### src/rtl/axi4_lite_slv_regs.sv
// AXI4-Lite slave register bank: P_NUM_REGS registers with byte strobes, read-only slots and SLVERR decode.
// Latency: write commits one edge after both AW and W are held; read data is valid the edge after the AR handshake.
// Backpressure: one AW and one W slot; no commit while B is pending; one read outstanding (arready = !rvalid).
// Ports: AXI4-Lite AW/W/B/AR/R channels; reg_q flat register contents; reg_d hardware values for
//        read-only registers; wr_pulse one-cycle strobe per successfully written register.
module axi4_lite_slv_regs #(
    parameter int                    P_DATA_WIDTH = 32,
    parameter int                    P_ADDR_WIDTH = 32,
    parameter int                    P_NUM_REGS   = 16,
    parameter logic [P_NUM_REGS-1:0] P_RO_MASK    = '0
) (
    input  logic                               clk,
    input  logic                               arst_n,
    input  logic                               awvalid,
    output logic                               awready,
    input  logic [P_ADDR_WIDTH-1:0]            awaddr,
    input  logic [2:0]                         awprot,
    input  logic                               wvalid,
    output logic                               wready,
    input  logic [P_DATA_WIDTH-1:0]            wdata,
    input  logic [P_DATA_WIDTH/8-1:0]          wstrb,
    output logic                               bvalid,
    input  logic                               bready,
    output logic [1:0]                         bresp,
    input  logic                               arvalid,
    output logic                               arready,
    input  logic [P_ADDR_WIDTH-1:0]            araddr,
    input  logic [2:0]                         arprot,
    output logic                               rvalid,
    input  logic                               rready,
    output logic [P_DATA_WIDTH-1:0]            rdata,
    output logic [1:0]                         rresp,
    output logic [P_NUM_REGS*P_DATA_WIDTH-1:0] reg_q,
    input  logic [P_NUM_REGS*P_DATA_WIDTH-1:0] reg_d,
    output logic [P_NUM_REGS-1:0]              wr_pulse
);

    localparam int         STRB_W      = P_DATA_WIDTH / 8;
    localparam int         ADDR_LSB    = $clog2(STRB_W);
    localparam int         REG_BITS    = P_NUM_REGS * P_DATA_WIDTH;
    localparam logic [1:0] RESP_OKAY   = 2'b00;
    localparam logic [1:0] RESP_SLVERR = 2'b10;

    logic                    aw_held_q, aw_held_d;
    logic [P_ADDR_WIDTH-1:0] aw_addr_q, aw_addr_d;
    logic                    w_held_q,  w_held_d;
    logic [P_DATA_WIDTH-1:0] w_data_q,  w_data_d;
    logic [STRB_W-1:0]       w_strb_q,  w_strb_d;
    logic                    bvalid_q,  bvalid_d;
    logic [1:0]              bresp_q,   bresp_d;
    logic                    rvalid_q,  rvalid_d;
    logic [P_DATA_WIDTH-1:0] rdata_q,   rdata_d;
    logic [1:0]              rresp_q,   rresp_d;
    logic [REG_BITS-1:0]     regs_q,    regs_d;
    logic [P_NUM_REGS-1:0]   wr_pulse_q, wr_pulse_d;

    logic aw_hs, w_hs, b_hs, ar_hs, r_hs, commit;
    logic [P_ADDR_WIDTH-1:0] aw_idx, ar_idx;
    logic [P_NUM_REGS-1:0]   wr_sel, rd_sel, wr_ok_sel;
    logic [P_DATA_WIDTH-1:0] rd_mux;

    // Readies depend only on internal state and reset, never on an input valid.
    assign awready = arst_n & ~aw_held_q;
    assign wready  = arst_n & ~w_held_q;
    assign arready = arst_n & ~rvalid_q;

    assign aw_hs  = awvalid & awready;
    assign w_hs   = wvalid & wready;
    assign b_hs   = bvalid_q & bready;
    assign ar_hs  = arvalid & arready;
    assign r_hs   = rvalid_q & rready;
    assign commit = aw_held_q & w_held_q & ~bvalid_q;

    // Full-width index compare so out-of-range addresses never alias onto a register.
    assign aw_idx = aw_addr_q >> ADDR_LSB;
    assign ar_idx = araddr >> ADDR_LSB;

    always_comb begin
        wr_sel = '0;
        rd_sel = '0;
        rd_mux = '0;
        for (int i = 0; i < P_NUM_REGS; i++) begin
            wr_sel[i] = (aw_idx == P_ADDR_WIDTH'(i));
            rd_sel[i] = (ar_idx == P_ADDR_WIDTH'(i));
            if (rd_sel[i]) begin
                rd_mux = P_RO_MASK[i] ? reg_d[i*P_DATA_WIDTH +: P_DATA_WIDTH]
                                      : regs_q[i*P_DATA_WIDTH +: P_DATA_WIDTH];
            end
        end
    end

    // Zero when the address is out of range or targets a read-only register.
    assign wr_ok_sel = wr_sel & ~P_RO_MASK;

    always_comb begin
        aw_held_d  = aw_held_q;
        aw_addr_d  = aw_addr_q;
        w_held_d   = w_held_q;
        w_data_d   = w_data_q;
        w_strb_d   = w_strb_q;
        bvalid_d   = bvalid_q;
        bresp_d    = bresp_q;
        rvalid_d   = rvalid_q;
        rdata_d    = rdata_q;
        rresp_d    = rresp_q;
        regs_d     = regs_q;
        wr_pulse_d = '0;

        // A slot handshake and a commit can never coincide: the handshake needs the slot empty.
        if (aw_hs) begin
            aw_held_d = 1'b1;
            aw_addr_d = awaddr;
        end
        if (w_hs) begin
            w_held_d = 1'b1;
            w_data_d = wdata;
            w_strb_d = wstrb;
        end

        if (commit) begin
            for (int i = 0; i < P_NUM_REGS; i++) begin
                for (int b = 0; b < STRB_W; b++) begin
                    if (wr_ok_sel[i] && w_strb_q[b]) begin
                        regs_d[i*P_DATA_WIDTH + b*8 +: 8] = w_data_q[b*8 +: 8];
                    end
                end
            end
            aw_held_d  = 1'b0;
            w_held_d   = 1'b0;
            bvalid_d   = 1'b1;
            bresp_d    = (|wr_ok_sel) ? RESP_OKAY : RESP_SLVERR;
            wr_pulse_d = wr_ok_sel;
        end else if (b_hs) begin
            bvalid_d = 1'b0;
        end

        if (ar_hs) begin
            rvalid_d = 1'b1;
            rdata_d  = rd_mux;
            rresp_d  = (|rd_sel) ? RESP_OKAY : RESP_SLVERR;
        end else if (r_hs) begin
            rvalid_d = 1'b0;
        end
    end

    always_ff @(posedge clk or negedge arst_n) begin
        if (!arst_n) begin
            aw_held_q  <= 1'b0;
            aw_addr_q  <= '0;
            w_held_q   <= 1'b0;
            w_data_q   <= '0;
            w_strb_q   <= '0;
            bvalid_q   <= 1'b0;
            bresp_q    <= RESP_OKAY;
            rvalid_q   <= 1'b0;
            rdata_q    <= '0;
            rresp_q    <= RESP_OKAY;
            regs_q     <= '0;
            wr_pulse_q <= '0;
        end else begin
            aw_held_q  <= aw_held_d;
            aw_addr_q  <= aw_addr_d;
            w_held_q   <= w_held_d;
            w_data_q   <= w_data_d;
            w_strb_q   <= w_strb_d;
            bvalid_q   <= bvalid_d;
            bresp_q    <= bresp_d;
            rvalid_q   <= rvalid_d;
            rdata_q    <= rdata_d;
            rresp_q    <= rresp_d;
            regs_q     <= regs_d;
            wr_pulse_q <= wr_pulse_d;
        end
    end

    assign bvalid   = bvalid_q;
    assign bresp    = bresp_q;
    assign rvalid   = rvalid_q;
    assign rdata    = rdata_q;
    assign rresp    = rresp_q;
    assign reg_q    = regs_q;
    assign wr_pulse = wr_pulse_q;

    // Protection bits carry no meaning here; writable-register slices of reg_d are don't-care.
    logic unused_inputs;
    assign unused_inputs = ^{awprot, arprot, reg_d, aw_addr_q[ADDR_LSB-1:0]};

endmodule

### config.mk
export PLATFORM = sky130hd
export DESIGN_NAME = axi4_lite_slv_regs
export DESIGN_NICKNAME = d
export VERILOG_FILES = /design/src/rtl/axi4_lite_slv_regs.sv
export SDC_FILE = /design/constraint.sdc
export NUM_CORES = 1
export LEC_CHECK = 0
export CAP_MARGIN = 5
export CELL_PAD_IN_SITES_DETAIL_PLACEMENT = 1
export CELL_PAD_IN_SITES_GLOBAL_PLACEMENT = 1
export CORE_AREA = 2 2 465 467
export DETAILED_ROUTE_END_ITERATION = 16
export DIE_AREA = 0 0 467 469
export DONT_BUFFER_PORTS = 1
export PLACE_DENSITY_LB_ADDON = 0.25
export RECOVER_POWER = 25
export SETUP_SLACK_MARGIN = 0.4
export SLEW_MARGIN = 20
export SYNTH_ARGS = -nofsm -noshare
export SYNTH_HDL_FRONTEND = slang
export SYNTH_SLANG_ARGS = --single-unit
### constraint.sdc
create_clock -name clk -period 4.1 [get_ports clk]
set_input_delay 0.615 -clock clk [delete_from_list [all_inputs] [get_ports clk]]
set_output_delay 0.615 -clock clk [all_outputs]
set_load 0.02 [all_outputs]
# After elaboration in Yosys (flattened, before gate mapping)
# Cells that the tools add are included.
# op_classes
eq_ne	30
mux	27
bitwise_logic	14
reduce_logical	136
# ops
op	count
32-bit 2-to-1 mux	16
30-bit by 4-bit == test with 1-bit output, second input constant	16
30-bit by 3-bit == test with 1-bit output, second input constant	8
2-bit AND reduction	64
30-bit by 2-bit == test with 1-bit output, second input constant	4
1-bit logical AND	64
32-bit logical NOT	2
30-bit by 1-bit == test with 1-bit output, second input constant	2
16-bit OR reduction	2
16-bit 2-to-1 mux	1
1-bit bitwise AND	10
1-bit 2-to-1 mux	8
2-bit nonzero test	4
2-bit 2-to-1 mux	2
1-bit NOT	4
# word_totals
regBits	636
inputBits	625
out_inout_bits	569
elab_cells	282

# Depth between registers and ports, before layout
# depth
depth_word	17
depth_mapped	11
ltp_nobuf	7

# Worst setup path before layout
# OpenSTA, ideal clock, no wires.
# synth_timing
path_kind	input-to-reg
start	input port araddr[3]
end	register rdata_q[23], in the netlist rdata[23]
setup_time_ns	0.130
arrival_time_ns	2.576
t_required_ns	3.970
path_slack_ns	1.394
cell_stages	8
n_path_buf	5
path_cell_list	buf_2 > buf_1 > buf_1 > buf_2 > clkbuf_1 > mux4_2 > a22oi_1 > o21ai_0
# synth_via
elab_chain_len	17
elab_cells_between_ends	32
classes_between	15 x eq/ne; 16 x mux; 1 x reduce/logical
# synth_rtl
element	line_no	source
from (decl)	27	input logic [P_ADDR_WIDTH-1:0] araddr,
32-bit logical NOT	84	rd_sel[i] = (ar_idx == P_ADDR_WIDTH'(i));
32-bit 2-to-1 mux (15 in a row)	85	if (rd_sel[i]) begin
32-bit 2-to-1 mux *	85	
to (signal assigned)	169	rdata_q <= rdata_d;
to (decl)	52	logic [P_DATA_WIDTH-1:0] rdata_q, rdata_d;
# Every way passes the cells marked *; elsewhere a longest branch is shown, timed or not.
# A chain may end at the register's enable or synchronous reset.

# Final worst setup path
# layout_timing
start	register bvalid_q, in the netlist bvalid
end	register regs_q[84], in the netlist reg_q[84]
# layout_via
elab_chain_len	3
# layout_rtl
element	line_no	source
from (decl)	49	logic bvalid_q, bvalid_d;
from (signal assigned)	166	bvalid_q <= bvalid_d;
1-bit NOT	72	assign commit = aw_held_q & w_held_q & ~bvalid_q;
1-bit bitwise AND	72	
2-bit AND reduction (no line)	n/a	
to (signal assigned)	171	regs_q <= regs_d;
to (decl)	54	logic [REG_BITS-1:0] regs_q, regs_d;
# No other way between the ends.

==> results.cfg <==
[grt]
grt.overflow.total = 0
antenna_found_initial = 35
first_global_vias = 22200
grt_usage_pct = 17.2
grt_max_degree = 212
grt_pass1_wl_um = 246000

[placement]
port_buffers = 0
dpl_worst_slack_ps = 91.7
finalWeightedCongestion = 0.780
dp_cells = 5120
hpwl_um = 146000

[clocking]
cts_buffer_depth = 3
cts-resized-gates = 0
path_clk_slew_ps = 60
cts_tree = done
post_cts_buffers = 0
cts_hold_buf = 69
cts_max_level = 3
cts.sinks = 632
clkLatencyLatePin_ps = 770
cts_root_buf = clkbuf_16
cts_buffers = 83

[synthesis]
synth_top_flop_cell = dfrtp_1
muxShareOfSynthArea_pct = 27.1
syn_avg_cell_area_um2 = 12.6
synth-adder-area-share_pct = 0
async_reset_ff_share_pct = 100
synthCells = 2291
yosys.area_share.xor_xnor_pct = 0.0303
ys_seq_area_share_pct = 54.7
syn_area_mm2 = 0.0289
synth_edf_count = 0
yosys.area_share.simple_pct = 7.28
ys.warnings.count = 0
synthDistinctLibCells = 66
ys_seq_elements = 632
synth_top_family_by_area = multiplexers
synth_compound_area_share_pct = 8.58

[final_layout]
final_layout_size_suffix_gt1_share_pct = 37.1
area_delta_synth_final_pct = 27.5
nets = 3062
fin_cells = 5355

[floorplan]
num_rows = 170
die_w_um = 467
start_util_pct = 13.5
coreArea_mm2 = 0.214
die-area_mm2 = 0.219
ioPinCount = 1194
die_h_um = 469

[sta]
worst_slack_ps = 482
max_freq_mhz = 276
finClkSkew_ps = 65.7
finalSetupTns_ps = 0
setup_violations = 0
fin_crit_sh_pct = 88.2
slew_violations = 0
hold_viol = 136
post-route-min-period_ps = 3620
rsz0062_at_grt = no
max_slew_margin_pct = 23.4
worstMarginPinSlew_ps = 1150
whs_ps = -397

[drt]
routed_wirelength_um = 193000
remaining_drc_errors = 0
viasPerCell = 3.99
drt-initial-drc-count = 1028
first_pass_iters = 4
post_drt_wl_per_cell_um = 36.1
vias = 21400
drtAntennaViolNets = 0

[critical_path]
critical_path_class = reg2reg
critPathRequiredTime_ps = 4700
crit_buf_inv = 2
worstPathArrival_ps = 4220
crit_fanout = 8
crit_chain = nor3b_1 > clkbuf_1 > nand3_1 > or3_1 > nor3_2 > buf_4 > nand2_1 > mux2_2
cp-end-kind = flop
crit_family = simple AND/OR/NAND/NOR gates
slowest_delay_ps = 600
reg2reg_slack_ps = 480
critPathLaunchType = flop
cpMaxStageDelayCell = nand2_1

[worst_hold_path]
hp-class = in2async

[power]
power_density_mw_per_mm2 = 465
p_leak_nw = 16.3
finalPower_mw = 17.1
vdd_drop_max_v = 0.000310

[run_status]
outcome = finished, violations left
violations = negative hold slack

[job]
maxCapViolCount = 0
## per-layer routing
layer	GRT usage (%)	share of wire [%]
met4	4.27	2.5
met5	0	0
met1	20.7	41
met3	9.15	12
met2	26.5	44
## metrics by stage
stage | area (µm²) | hold WS, ps | util [%]
finish | 36800 | -397 | 17.2
global route | 36800 | -468 | 17.2
CTS | 36800 | -487 | 17.2
detailed placement | 33200 | 320 | 15.5
global placement | 33100 | 368 | 15.5
floorplan | 28900 | 319 | -
## where the power goes
group / internal [mW] / total (mW) / switching (mW)
Sequential: 6.58 / 8.08 / 1.50
Combinational: 0.540 / 1.16 / 0.617
Clock: 4.59 / 7.90 / 3.31
Total: 11.7 / 17.1 / 5.42
## sequential cells by signal (all words and copies together) (netlist names)
signal and cells:
rdata 32, bvalid 1, aw_addr_q 30, wr_pulse 16, reg_q 512, w_data_q 32
w_held_q 1, w_strb_q 4, aw_held_q 1, rvalid 1, rresp 1, bresp 1
## cell usage in the layout (no fill, tap or decap), types with 58 or more instances in the layout
master and n:
mux2i_1 62, buf_4 126, nor2_1 101, o22ai_1 58
dfrtp_1 632, mux2_2 545, a21oi_1 107, clkbuf_16 84
o21ai_0 93, dlygate4sd3_1 69, nand2_1 157
## Yosys cell counts, types with 14 or more instances
master / instances / area share (%)
mux2i_1: 62 / 2.1
a22oi_1: 19 / 0.49
buf_2: 17 / 0.29
o221ai_1: 20 / 0.61
a21oi_1: 108 / 1.9
dfrtp_1: 632 / 55
mux2_4: 32 / 1.7
nand2_1: 159 / 2.1
o21ai_0: 93 / 1.6
mux2_2: 545 / 21
clkbuf_1: 114 / 1.5
mux4_2: 20 / 1.6
nor2_1: 108 / 1.4
nor4_1: 18 / 0.39
nor2b_1: 24 / 0.52
o22ai_1: 58 / 1.3
mux2_1: 14 / 0.55
nand3_1: 24 / 0.42
nand4_1: 16 / 0.35
nor3_1: 22 / 0.38
## path summary, 6_finish.rpt
path,startpoint,end,cells after the start
min,arst_n,w_data_q[9]$_DFFE_PN0P_,0
max,bvalid$_DFFE_PN0P_,reg_q[84]$_DFFE_PN0P_,8
max in group asynchronous,arst_n,reg_q[481]$_DFFE_PN0P_,4
min in group clk,arvalid,rresp[1]$_DFFE_PN0P_,2
min reg2reg,aw_addr_q[16]$_DFFE_PN0P_,aw_addr_q[16]$_DFFE_PN0P_,1
max reg2reg,bvalid$_DFFE_PN0P_,reg_q[84]$_DFFE_PN0P_,8
## area by class of cell
class / count / area [µm²]
multi-input combinational: 1499 / 12600
clock buffer: 121 / 2460
tap: 2838 / 3550
inverter: 14 / 53.8
clock inverter: 30 / 444
fill: 24200 / 177000
antenna: 14 / 35.0
sequential: 632 / 15800
timing repair buffer: 207 / 1900
## cell families (layout without fill, tap and decap cells)
family	after synthesis	in the layout
muxes	673	673
DFF	632	632
and+or+nand+nor	430	430
AOI/OAI and AO/OA	393	393
buffers and inverters	161	372
other	1	16
xor gates and xnor gates	1	1
Note: power is estimated with default switching activity, not from simulation.
